<file path="src/rtl/pipe_pkg.sv">
// Shared types for the pipeline stage registers: fetch payload layout,
// its width, and the occupancy encoding of a skid-buffered stage.
package pipe_pkg;

  localparam int unsigned FETCH_PAYLOAD_W = 129;

  typedef struct packed {
    logic [31:0] instr;
    logic [31:0] pc;
    logic [31:0] pc_plus4;
    logic        pred_taken;
    logic [31:0] pred_pc;
  } fetch_payload_t;

  typedef enum logic [1:0] {
    EMPTY = 2'd0,
    HALF  = 2'd1,
    FULL  = 2'd2
  } stage_state_e;

endpackage

</file>
<file path="src/rtl/pipe_sat_counter.sv">
// Saturating event counter: counts cycles with inc high, sticks at all-ones,
// synchronous clear.
module pipe_sat_counter #(
  parameter int unsigned WIDTH = 32
) (
  input  logic             clk,
  input  logic             clr,
  input  logic             inc,
  output logic [WIDTH-1:0] count
);

  // Count up until saturation; clear has priority.
  always_ff @(posedge clk) begin
    if (clr) begin
      count <= '0;
    end else if (inc && (count != {WIDTH{1'b1}})) begin
      count <= count + WIDTH'(1);
    end
  end

endmodule

</file>
<file path="src/rtl/pipe_stage_skid.sv">
// Valid/ready pipeline stage register with a main slot and a one-entry skid
// slot so in_ready can be registered without losing throughput. Flush kills
// all held entries. Optional perf counters (stall/flush) are built when
// PIPE_STAGE_PERF_EN is defined.
module pipe_stage_skid
  import pipe_pkg::*;
#(
  parameter int unsigned       DATA_W     = FETCH_PAYLOAD_W,
  parameter logic [DATA_W-1:0] RESET_DATA = '0
) (
  input  logic              clk,
  input  logic              rst,
  input  logic              flush,
  input  logic              in_valid,
  input  logic [DATA_W-1:0] in_data,
  output logic              in_ready,
  output logic              out_valid,
  output logic [DATA_W-1:0] out_data,
  input  logic              out_ready
`ifdef PIPE_STAGE_PERF_EN
  ,
  output logic [31:0]       stall_cnt,
  output logic [31:0]       flush_cnt
`endif
);

  stage_state_e      state;
  logic              main_v;
  logic              skid_v;
  logic [DATA_W-1:0] main_d;
  logic [DATA_W-1:0] skid_d;
  logic              in_xfer;
  logic              out_xfer;

  assign in_xfer   = in_valid & in_ready;
  assign out_xfer  = main_v & out_ready;
  assign out_valid = main_v;
  assign out_data  = main_d;

  // Occupancy FSM: reset and flush empty the stage; otherwise move entries
  // main <- in / skid, keeping the skid entry older than any new input.
  always_ff @(posedge clk) begin
    if (rst || flush) begin
      state    <= EMPTY;
      main_v   <= 1'b0;
      skid_v   <= 1'b0;
      main_d   <= RESET_DATA;
      skid_d   <= RESET_DATA;
      in_ready <= 1'b1;
    end else begin
      case (state)
        EMPTY: begin
          if (in_xfer) begin
            main_d <= in_data;
            main_v <= 1'b1;
            state  <= HALF;
          end
        end
        HALF: begin
          if (out_xfer && in_xfer) begin
            main_d <= in_data;
          end else if (out_xfer) begin
            main_v <= 1'b0;
            state  <= EMPTY;
          end else if (in_xfer) begin
            skid_d   <= in_data;
            skid_v   <= 1'b1;
            in_ready <= 1'b0;
            state    <= FULL;
          end
        end
        FULL: begin
          if (out_xfer) begin
            main_d   <= skid_d;
            skid_v   <= 1'b0;
            in_ready <= 1'b1;
            state    <= HALF;
          end
        end
        default: begin
          state    <= EMPTY;
          main_v   <= 1'b0;
          skid_v   <= 1'b0;
          in_ready <= 1'b1;
        end
      endcase
    end
  end

`ifdef PIPE_STAGE_PERF_EN
  logic stall_inc;
  logic flush_inc;

  assign stall_inc = main_v & ~out_ready;
  assign flush_inc = flush & (main_v | skid_v);

  pipe_sat_counter #(.WIDTH(32)) u_stall_cnt (
    .clk   (clk),
    .clr   (rst),
    .inc   (stall_inc),
    .count (stall_cnt)
  );

  pipe_sat_counter #(.WIDTH(32)) u_flush_cnt (
    .clk   (clk),
    .clr   (rst),
    .inc   (flush_inc),
    .count (flush_cnt)
  );
`endif

endmodule

</file>
<file path="config.mk">
export PLATFORM = sky130hd
export DESIGN_NAME = pipe_stage_skid
export DESIGN_NICKNAME = d
export VERILOG_FILES = /design/src/rtl/pipe_pkg.sv /design/src/rtl/pipe_sat_counter.sv /design/src/rtl/pipe_stage_skid.sv
export SDC_FILE = /design/constraint.sdc
export NUM_CORES = 1
export LEC_CHECK = 0
export BUFFER_PORTS_ARGS = -buffer_cell sky130_fd_sc_hd__buf_4
export CORE_MARGIN = 2
export CORE_UTILIZATION = 45
export DETAILED_ROUTE_END_ITERATION = 10
export GPL_TIMING_DRIVEN = 0
export HOLD_SLACK_MARGIN = 0.06
export PLACE_DENSITY = 0.7
export SETUP_SLACK_MARGIN = 0.4
export SLEW_MARGIN = 40
export SYNTH_ARGS = -nofsm -noshare
export SYNTH_HDL_FRONTEND = slang
export SYNTH_SLANG_ARGS = --single-unit
</file>
<file path="constraint.sdc">
create_clock -name clk -period 3.4 [get_ports clk]
set_input_delay 0.68 -clock clk [delete_from_list [all_inputs] [get_ports clk]]
set_output_delay 0.68 -clock clk [all_outputs]
set_load 0.02 [all_outputs]
</file>
* Word-level counts from Yosys, hierarchy flattened
Cells that the tools add are included.
W data, S select, Z words.
** Word-level totals
- Register bits :: 262
- Output and inout port bits :: 131
- Word-level logic and storage cells :: 49
- Input bits :: 134
** Operators by class
- Eq/ne operators :: 10
- Reductions and logical operators :: 9
- Mux-type cells :: 19
- Bitwise logic cells :: 6
** Operators by type and width (count)
- $mux W129 :: 3
- $pmux W129 S3 :: 1
- $reduce_and A4 Y1 :: 4
- $ne A2 B2 Y1 const B :: 7
- $mux W2 :: 5
- $mux W1 :: 7
- $pmux W1 S3 :: 2
- $pmux W2 S3 :: 1
- $reduce_and A5 Y1 :: 1
- $not A1 Y1 :: 4
- $ne A3 B3 Y1 const B :: 1
- $reduce_bool A3 Y1 :: 1
- $and A1 B1 Y1 :: 2
- $eq A2 B1 Y1 const B :: 1
- $eq A2 B2 Y1 const B :: 1
- $logic_not A2 Y1 :: 1
- $logic_and A1 B1 Y1 :: 1
- $logic_or A1 B1 Y1 :: 1

* Depth between registers and ports, before layout
Gate-level depths: netlist of run 1.
- Word-level depth :: 5
- Mapped depth :: 7
- Mapped depth without buffers :: 3

* Worst setup path before layout of run 1
Ideal clock, no wire load.
- Kind :: input-to-reg
- Start :: in flush
- End :: reg main_d[43] (netlist: out_data[43])
- Library setup time :: 81 ps
- Data arrival time :: 1739 ps
- Buffers on the path :: 3
- Required time :: 3319 ps
- Slack :: 1580 ps
- Cell stages on the path :: 5
- Cell sequence :: or2_2 buf_2 clkbuf_1 clkbuf_1 a211oi_2
** On the way
- Cells in the longest elaborated chain, start to end :: 1
** Ends and longest elaborated chain
- start, declared :: line pipe_stage_skid.sv:13 : input logic flush,
- $logic_or A1 B1 Y1 :: line pipe_stage_skid.sv:43 : if (rst || flush) begin
- end signal, assigned :: line pipe_stage_skid.sv:54 : main_d <= in_data;
- end signal, assigned :: line pipe_stage_skid.sv:61 : main_d <= in_data;
- end signal, assigned :: line pipe_stage_skid.sv:74 : main_d <= skid_d;
- end, declared :: line pipe_stage_skid.sv:30 : logic [DATA_W-1:0] main_d;
No other way between the ends.
A chain may end at the register's enable or synchronous reset.

* Final worst setup path of run 1
- Start :: in flush
- End :: reg skid_d[128]
** On the way
- Cells in the longest elaborated chain, start to end :: 1
** Ends and longest elaborated chain
- $logic_or A1 B1 Y1 :: line pipe_stage_skid.sv:43
- end signal, assigned :: line pipe_stage_skid.sv:66 : skid_d <= in_data;
- end, declared :: line pipe_stage_skid.sv:31 : logic [DATA_W-1:0] skid_d;
No other way between the ends.

==> results of run 1 <==
-- state kept, by name, summed over array words and instances, names as in the netlist --
register,count
out_data,129
skid_d,129
state,2
in_ready,1
out_valid,1
-- worst max-delay path, cell delays in order --
cell      delay (ps)
buf_4             80
or2_2             90
buf_2            280
clkbuf_1         610
buf_1            690
a21oi_1           80
-- cell usage in the layout, fill, tap and decap left out, types with 3 or more instances in the layout --
cell and instances:
clkbuf_8 4, nor2_1 3, clkbuf_1 67, buf_4 286, a211oi_2 231, a21oi_1 131, clkinv_2 4, clkbuf_16 29
dfxtp_1 262, mux2i_1 129, diode_2 3, buf_1 3, buf_2 49, o21ai_0 130, nand3_1 129, a211oi_1 27
buf_6 28
-- metal layers --
| metal | vias to the layer above | GRT usage | part of all wire |
|---|---|---|---|
| met5 | - | 0 | 0 |
| met4 | 0 | 0.07052 | 0.026 |
| met3 | 63 | 0.03914 | 0.063 |
| met2 | 357 | 0.3773 | 0.45 |
| met1 | 5308 | 0.3426 | 0.46 |
| li1 | 5230 | - | - |
-- power by group --
| group | total [µW] | internal, µW | switching (µW) |
|---|---|---|---|
| clock | 3110 | 1810 | 1300 |
| sequential | 3240 | 3160 | 72.6 |
| combinational | 1220 | 521 | 698 |
-- cell usage after synthesis, types with 2 or more instances --
library cell,number,area [µm²]
dfxtp_1,262,5245
a211oi_2,231,2890
a21oi_1,131,655.6
o21ai_0,130,650.6
mux2i_1,129,1291
nand3_1,129,645.6
clkbuf_1,56,210.2
buf_2,49,245.2
buf_6,28,315.3
a211oi_1,27,202.7
buf_4,21,157.7
buf_1,3,11.26
nor2_1,3,11.26
a21o_1,2,15.01
nand2_1,2,7.510
nand3b_1,2,15.01
-- through the flow --
stage	util	power, µW	worst slack, ps
after global routing	0.5794	7833	1187
after global placement	0.5455	4506	737.4
after floorplan	-	4059	1580
final	0.5794	7567	1277
after detailed placement	0.5458	4518	755.9
after CTS	0.5792	7608	1302
-- final cells by class --
class	count	share of cell area
Clock buffer	44	0.05106
Timing Repair Buffer	265	0.1236
Buffer	158	0.05930
Multi-Input combinational cell	799	0.4036
Antenna cell	3	0.0004663
Tap cell	378	0.02938
Sequential cell	262	0.3258
Inverter	1	0.0002332
Clock inverter	9	0.006529
-- path summary, 6_finish.rpt --
check | start | end | slack, ps | cells past startpoint
setup / recovery | flush | skid_d[128] | 1280 | 6
hold / removal | in_data[107] | skid_d[107] | 390 | 3
setup reg to reg | state[1] | out_data[65] | 1330 | 6
hold reg to reg | skid_d[13] | skid_d[13] | 470 | 2
-- cells by family after synthesis --
group | count (synthesis)
AOI/OAI and AO/OA | 526
DFF | 262
buffers and inverters | 159
and+or+nand+nor | 144
muxes | 129
==> key figures, run 1 <==
Logic synthesis
  – Asr flop ratio synth: 0
  – Multiplexer share of the synthesized area: 0.1017
  – Syn Inst Count: 1220
  – Mapped Area: 12700 µm²
  – Synthesized Nets: 1354
  – Main combinational cell family by area after synthesis: compound AO/OA/AOI/OAI gates
  – Xor and xnor area share after synthesis: 0
  – Compound-cell area share of the yosys netlist: 0.3516
  – EDFF count, synth: 0
  – Yosys warns: 0
  – Predominant post-synthesis flop cell: dfxtp_1
  – Syn Area/Cell: 10.41 µm²
  – Synth cell types: 31
  – Synth Area in Simple Gates: 0.05832
  – Adder-cell share of the synthesized area: 0
  – FF+latch count, synth: 262
  – Sequential fraction of the synthesis area: 0.4130

Clock network
  – Maximum clock insertion buffer count: 3
  – CTS tree: done
  – CTS Hold Buffers Added: 0
  – Worst-path clk slew: 60 ps
  – Post-CTS sizing: 0
  – Total CTS buffers: 29
  – Number of setup buffers added after CTS: 0
  – TritonCTS Sinks: 262
  – CTS HTree Levels: 1
  – Root buffer cell: clkbuf_16
  – Clock Latency Late Sink: 560 ps

STA
  – Min Hold Slack: 388.1 ps
  – Final Hold Fails: 0
  – RSZ-0062 raised after global routing: false
  – Worst Tran Pin Value: 821.5 ps
  – Final period utilization: 0.6245
  – Highest clock rate: 0.4710 GHz
  – Slew margin rel.: 0.4523
  – Setup TNS: 0 ps
  – Period minus WS final: 2123 ps
  – Max Slew Vio Count: 0
  – Clock Skews: 22.25 ps
  – Final setup fails: 0

Cells and area
  – Area Growth Syn to Fin: 26.75%
  – Final instance area: 16100 µm²
  – Total Nets Final: 1650
  – Final std cells w/o fill: 1919
  – Reg area: 5245 µm²
  – # fillers: 2500
  – Area of the multi-input gates: 6497 µm²
  – Layout cells sized above 1: 0.4161

Worst hold path
  – Worst hold path type: input port to flip-flop

Detailed routing
  – DRC Markers: 0
  – Antenna viol nets, final: 0
  – Vias: 10960
  – DR vias/cell: 5.710
  – Final wirelength: 37080 µm
  – Initial drt markers: 762
  – DRT Pass-1 Iters: 5
  – WL/cell: 19.32 µm

Floorplanning
  – Initial Util: 0.4572
  – Die X: 172 µm
  – Die ar.: 29580 µm²
  – Overall die height: 172 µm
  – Core area: 27780 µm²
  – Site Rows: 61
  – Ports: 265

Setup path
  – Arr. time, crit path: 2510 ps
  – Setup CP Type: input port to flip-flop
  – WP data required: 3790 ps
  – Crit end category: flip-flop
  – Worst Setup Start Kind: input port
  – Worst Path Max Fanout: 10

Place
  – Port buffer count: 264
  – Placer Congestion: 0.7998
  – Placed Area: 15160 µm²
  – Post-DP HPWL: 25620 µm
  – Placed insts: 1863

Power and ir drop
  – Leakage: 0.006667 µW
  – Cell area power density: 470.1 nW/µm²
  – VDD IR max: 0.0003059 V

Global routing
  – Largest net degree at the start of global routing: 15
  – Gr ovfl total: 0
  – First-pass GRT wire length: 57210 µm
  – Vias in the first global route: 10530
  – Initial antenna violation count: 2
  – Tot GR Track Use: 0.2412

Job
  – Max-cap viol count: 0

Status
  – Outcome: finished clean
No activity file was read; power rests on OpenSTA's default activity.
==> inputs of run 2 (changes only) <==
==> constraint.sdc (replaced) <==
create_clock -name clk -period 2.1 [get_ports clk]
set_input_delay 0.42 -clock clk [delete_from_list [all_inputs] [get_ports clk]]
set_output_delay 0.42 -clock clk [all_outputs]
set_load 0.02 [all_outputs]
==> key figures, run 2 (synthesis gave the netlist of run 1 again) <==
Floorplanning
  – Ports: 265 (unchanged)
  – Overall die height: 172 µm (unchanged)
  – Die ar.: 29580 µm² (unchanged)
  – Site Rows: 61 (unchanged)
  – Core area: 27780 µm² (unchanged)
  – Die X: 172 µm (unchanged)
  – Initial Util: 0.4572 (unchanged)

Power and ir drop
  – VDD IR max: 0.0005278 V (was 0.0003059 V)
  – Tot Pwr: 12330 µW (was 7567 µW)
  – Leakage: 0.006768 µW (was 0.006667 µW)
  – Cell area power density: 753.1 nW/µm² (was 470.1 nW/µm²)

STA
  – Setup TNS: 0 ps (unchanged)
  – Final setup fails: 0 (unchanged)
  – Highest clock rate: 0.6061 GHz
  – Clock Skews: 22.02 ps (was 22.25 ps)
  – Final period utilization: 0.7857
  – Worst Tran Pin Value: 760.9 ps (was 821.5 ps)
  – Final Hold Fails: 0 (unchanged)
  – Min Hold Slack: 129.2 ps (was 388.1 ps)
  – RSZ-0062 raised after global routing: true (was false)
  – Period minus WS final: 1650 ps
  – Max Slew Vio Count: 0 (unchanged)
  – Slew margin rel.: 0.4928 (was 0.4523)

Global routing
  – M1 GR Usage: 0.3433 (was 0.3426)
  – Largest net degree at the start of global routing: 15 (unchanged)
  – Grt peak-use layer: met2 (unchanged)
  – Tot GR Track Use: 0.2415 (was 0.2412)
  – First-pass GRT wire length: 57260 µm (was 57210 µm)
  – Vias in the first global route: 10540 (was 10530)
  – Met2 Use GR: 0.3772 (was 0.3773)
  – Initial antenna violation count: 2 (unchanged)
  – Gr ovfl total: 0 (unchanged)
  – Grt met3 use: 0.03891 (was 0.03914)

Setup path
  – Buf/Inv on CP: 3 (was 4)
  – Worst Path Max Fanout: 10 (unchanged)
  – Worst-path cell with the longest stage delay: dfxtp_4 (was buf_1)
  – CP cell instances: a21bo_4, buf_6, buf_8, buf_6, a211oi_2, a211oi_2 (was buf_4, or2_2, buf_2, clkbuf_1, buf_1, a21oi_1)
  – Worst Setup Start Kind: flip-flop (was input port)
  – Setup CP Type: flip-flop to flip-flop (was input port to flip-flop)
  – Arr. time, crit path: 2100 ps (was 2510 ps)
  – Top Family by Delay on Critical Path: buffers and inverters (unchanged)
  – WP data required: 2550 ps (was 3790 ps)
  – Slowest stage delay, CP: 370 ps (was 690 ps)
  – Crit end category: flip-flop (unchanged)

Clock network
  – CTS HTree Levels: 1 (unchanged)
  – Worst-path clk slew: 60 ps (about the same)
  – TritonCTS Sinks: 262 (unchanged)
  – CTS tree: done (unchanged)
  – Total CTS buffers: 29 (unchanged)
  – Clock Latency Late Sink: 560 ps (about the same)
  – Root buffer cell: clkbuf_16 (unchanged)
  – Maximum clock insertion buffer count: 3 (unchanged)

Job
  – Max-cap viol count: 0 (unchanged)

Detailed routing
  – DRC Markers: 0 (unchanged)
  – Final wirelength: 37280 µm (was 37080 µm)
  – DRT Pass-1 Iters: 5 (unchanged)
  – DR vias/cell: 5.697 (was 5.710)
  – Antenna viol nets, final: 0 (unchanged)
  – Vias: 10940 (was 10960)
  – WL/cell: 19.41 µm (was 19.32 µm)
  – Initial drt markers: 814 (was 762)

Cells and area
  – Layout cells sized above 1: 0.4344 (was 0.4161)
  – Commonest non-fill, non-tap cell in the layout: buf_4 (unchanged)
  – Area Growth Syn to Fin: 28.89% (was 26.75%)
  – Total Nets Final: 1652 (was 1650)
  – # fillers: 2464 (was 2500)
  – Most frequent cells in the layout: 282 x buf_4, 260 x dfxtp_1, 232 x a211oi_2, 131 x a21oi_1, 129 x nand3_1 (was 286 x buf_4, 262 x dfxtp_1, 231 x a211oi_2, 131 x a21oi_1, 130 x o21ai_0)

Place
  – Post-DP HPWL: 25620 µm (unchanged)
  – Placer Congestion: 0.7998 (unchanged)
  – Port buffer count: 264 (unchanged)

Status
  – Outcome: finished clean (unchanged)

Worst hold path
  – Worst hold path type: input port to flip-flop (unchanged)
-- run 2: cell count changes in the layout (fill, tap and decap cells not counted), sizes merged --
| cell | change |
|---|---|
| buf | -11 |
| clkbuf | +13 |
-- run 2: metal layers --
metal	wire length (µm)	up-vias
li1	-	5224
met1	17000	5309
met2	16980	346
met3	2362	65
met4	946	0
met5	0	-
-- run 2: final timing paths --
| kind | start | endpoint | slack, ps | cells after the start |
|---|---|---|---|---|
| hold reg to reg | skid_d[62] | skid_d[62] | 470 | 2 |
| hold / removal | in_data[2] | skid_d[2] | 130 | 3 |
| setup / recovery | state[0] | out_data[65] | 450 | 6 |
| setup reg to reg | state[0] | out_data[65] | 450 | 6 |
-- run 2: final cells by class --
type                       count  area, µm²  area share
antenna                        3      7.507   0.0004586
buffer                       158       1171     0.07154
clock buffer                  44      822.0     0.05021
clock inverter                 9      105.1    0.006420
inverter                       1      3.754   0.0002293
multi-input combinational    799       6534      0.3991
sequential                   262       5250      0.3207
tap                          378      473.0     0.02889
timing repair buffer         267       2004      0.1224
-- run 2: metrics by stage --
step	setup WS, ps	utilization	instances	instance area, µm²
global placement	-302.6	0.5455	1862	15160
CTS	379.2	0.5827	1917	16190
global route	375.9	0.5892	1920	16370
finish	450.1	0.5893	1921	16370
floorplan	539.6	-	1220	12700
detailed placement	-284.1	0.5458	1863	15160
-- run 2: worst register-to-register path, delay by kind of cell (launching register included) --
kind	cells	cell delay [ps]
buffers and inverters	3	630
AO/OA/AOI/OAI	3	560
flip-flops	1	370
-- run 2: what timing repair did --
item	CTS	global route
hold endpoints to repair	0	0
gates cloned	0	0
pin swaps	0	1
hold buffers	0	0
resized for setup	38	67
buffers inserted	1	1
endpoints found under the setup margin	240	236
-- run 2: where the power goes --
group	internal, µW	switching [µW]
combinational	900	1150
sequential	5120	118
clock	2940	2100
total	8960	3370
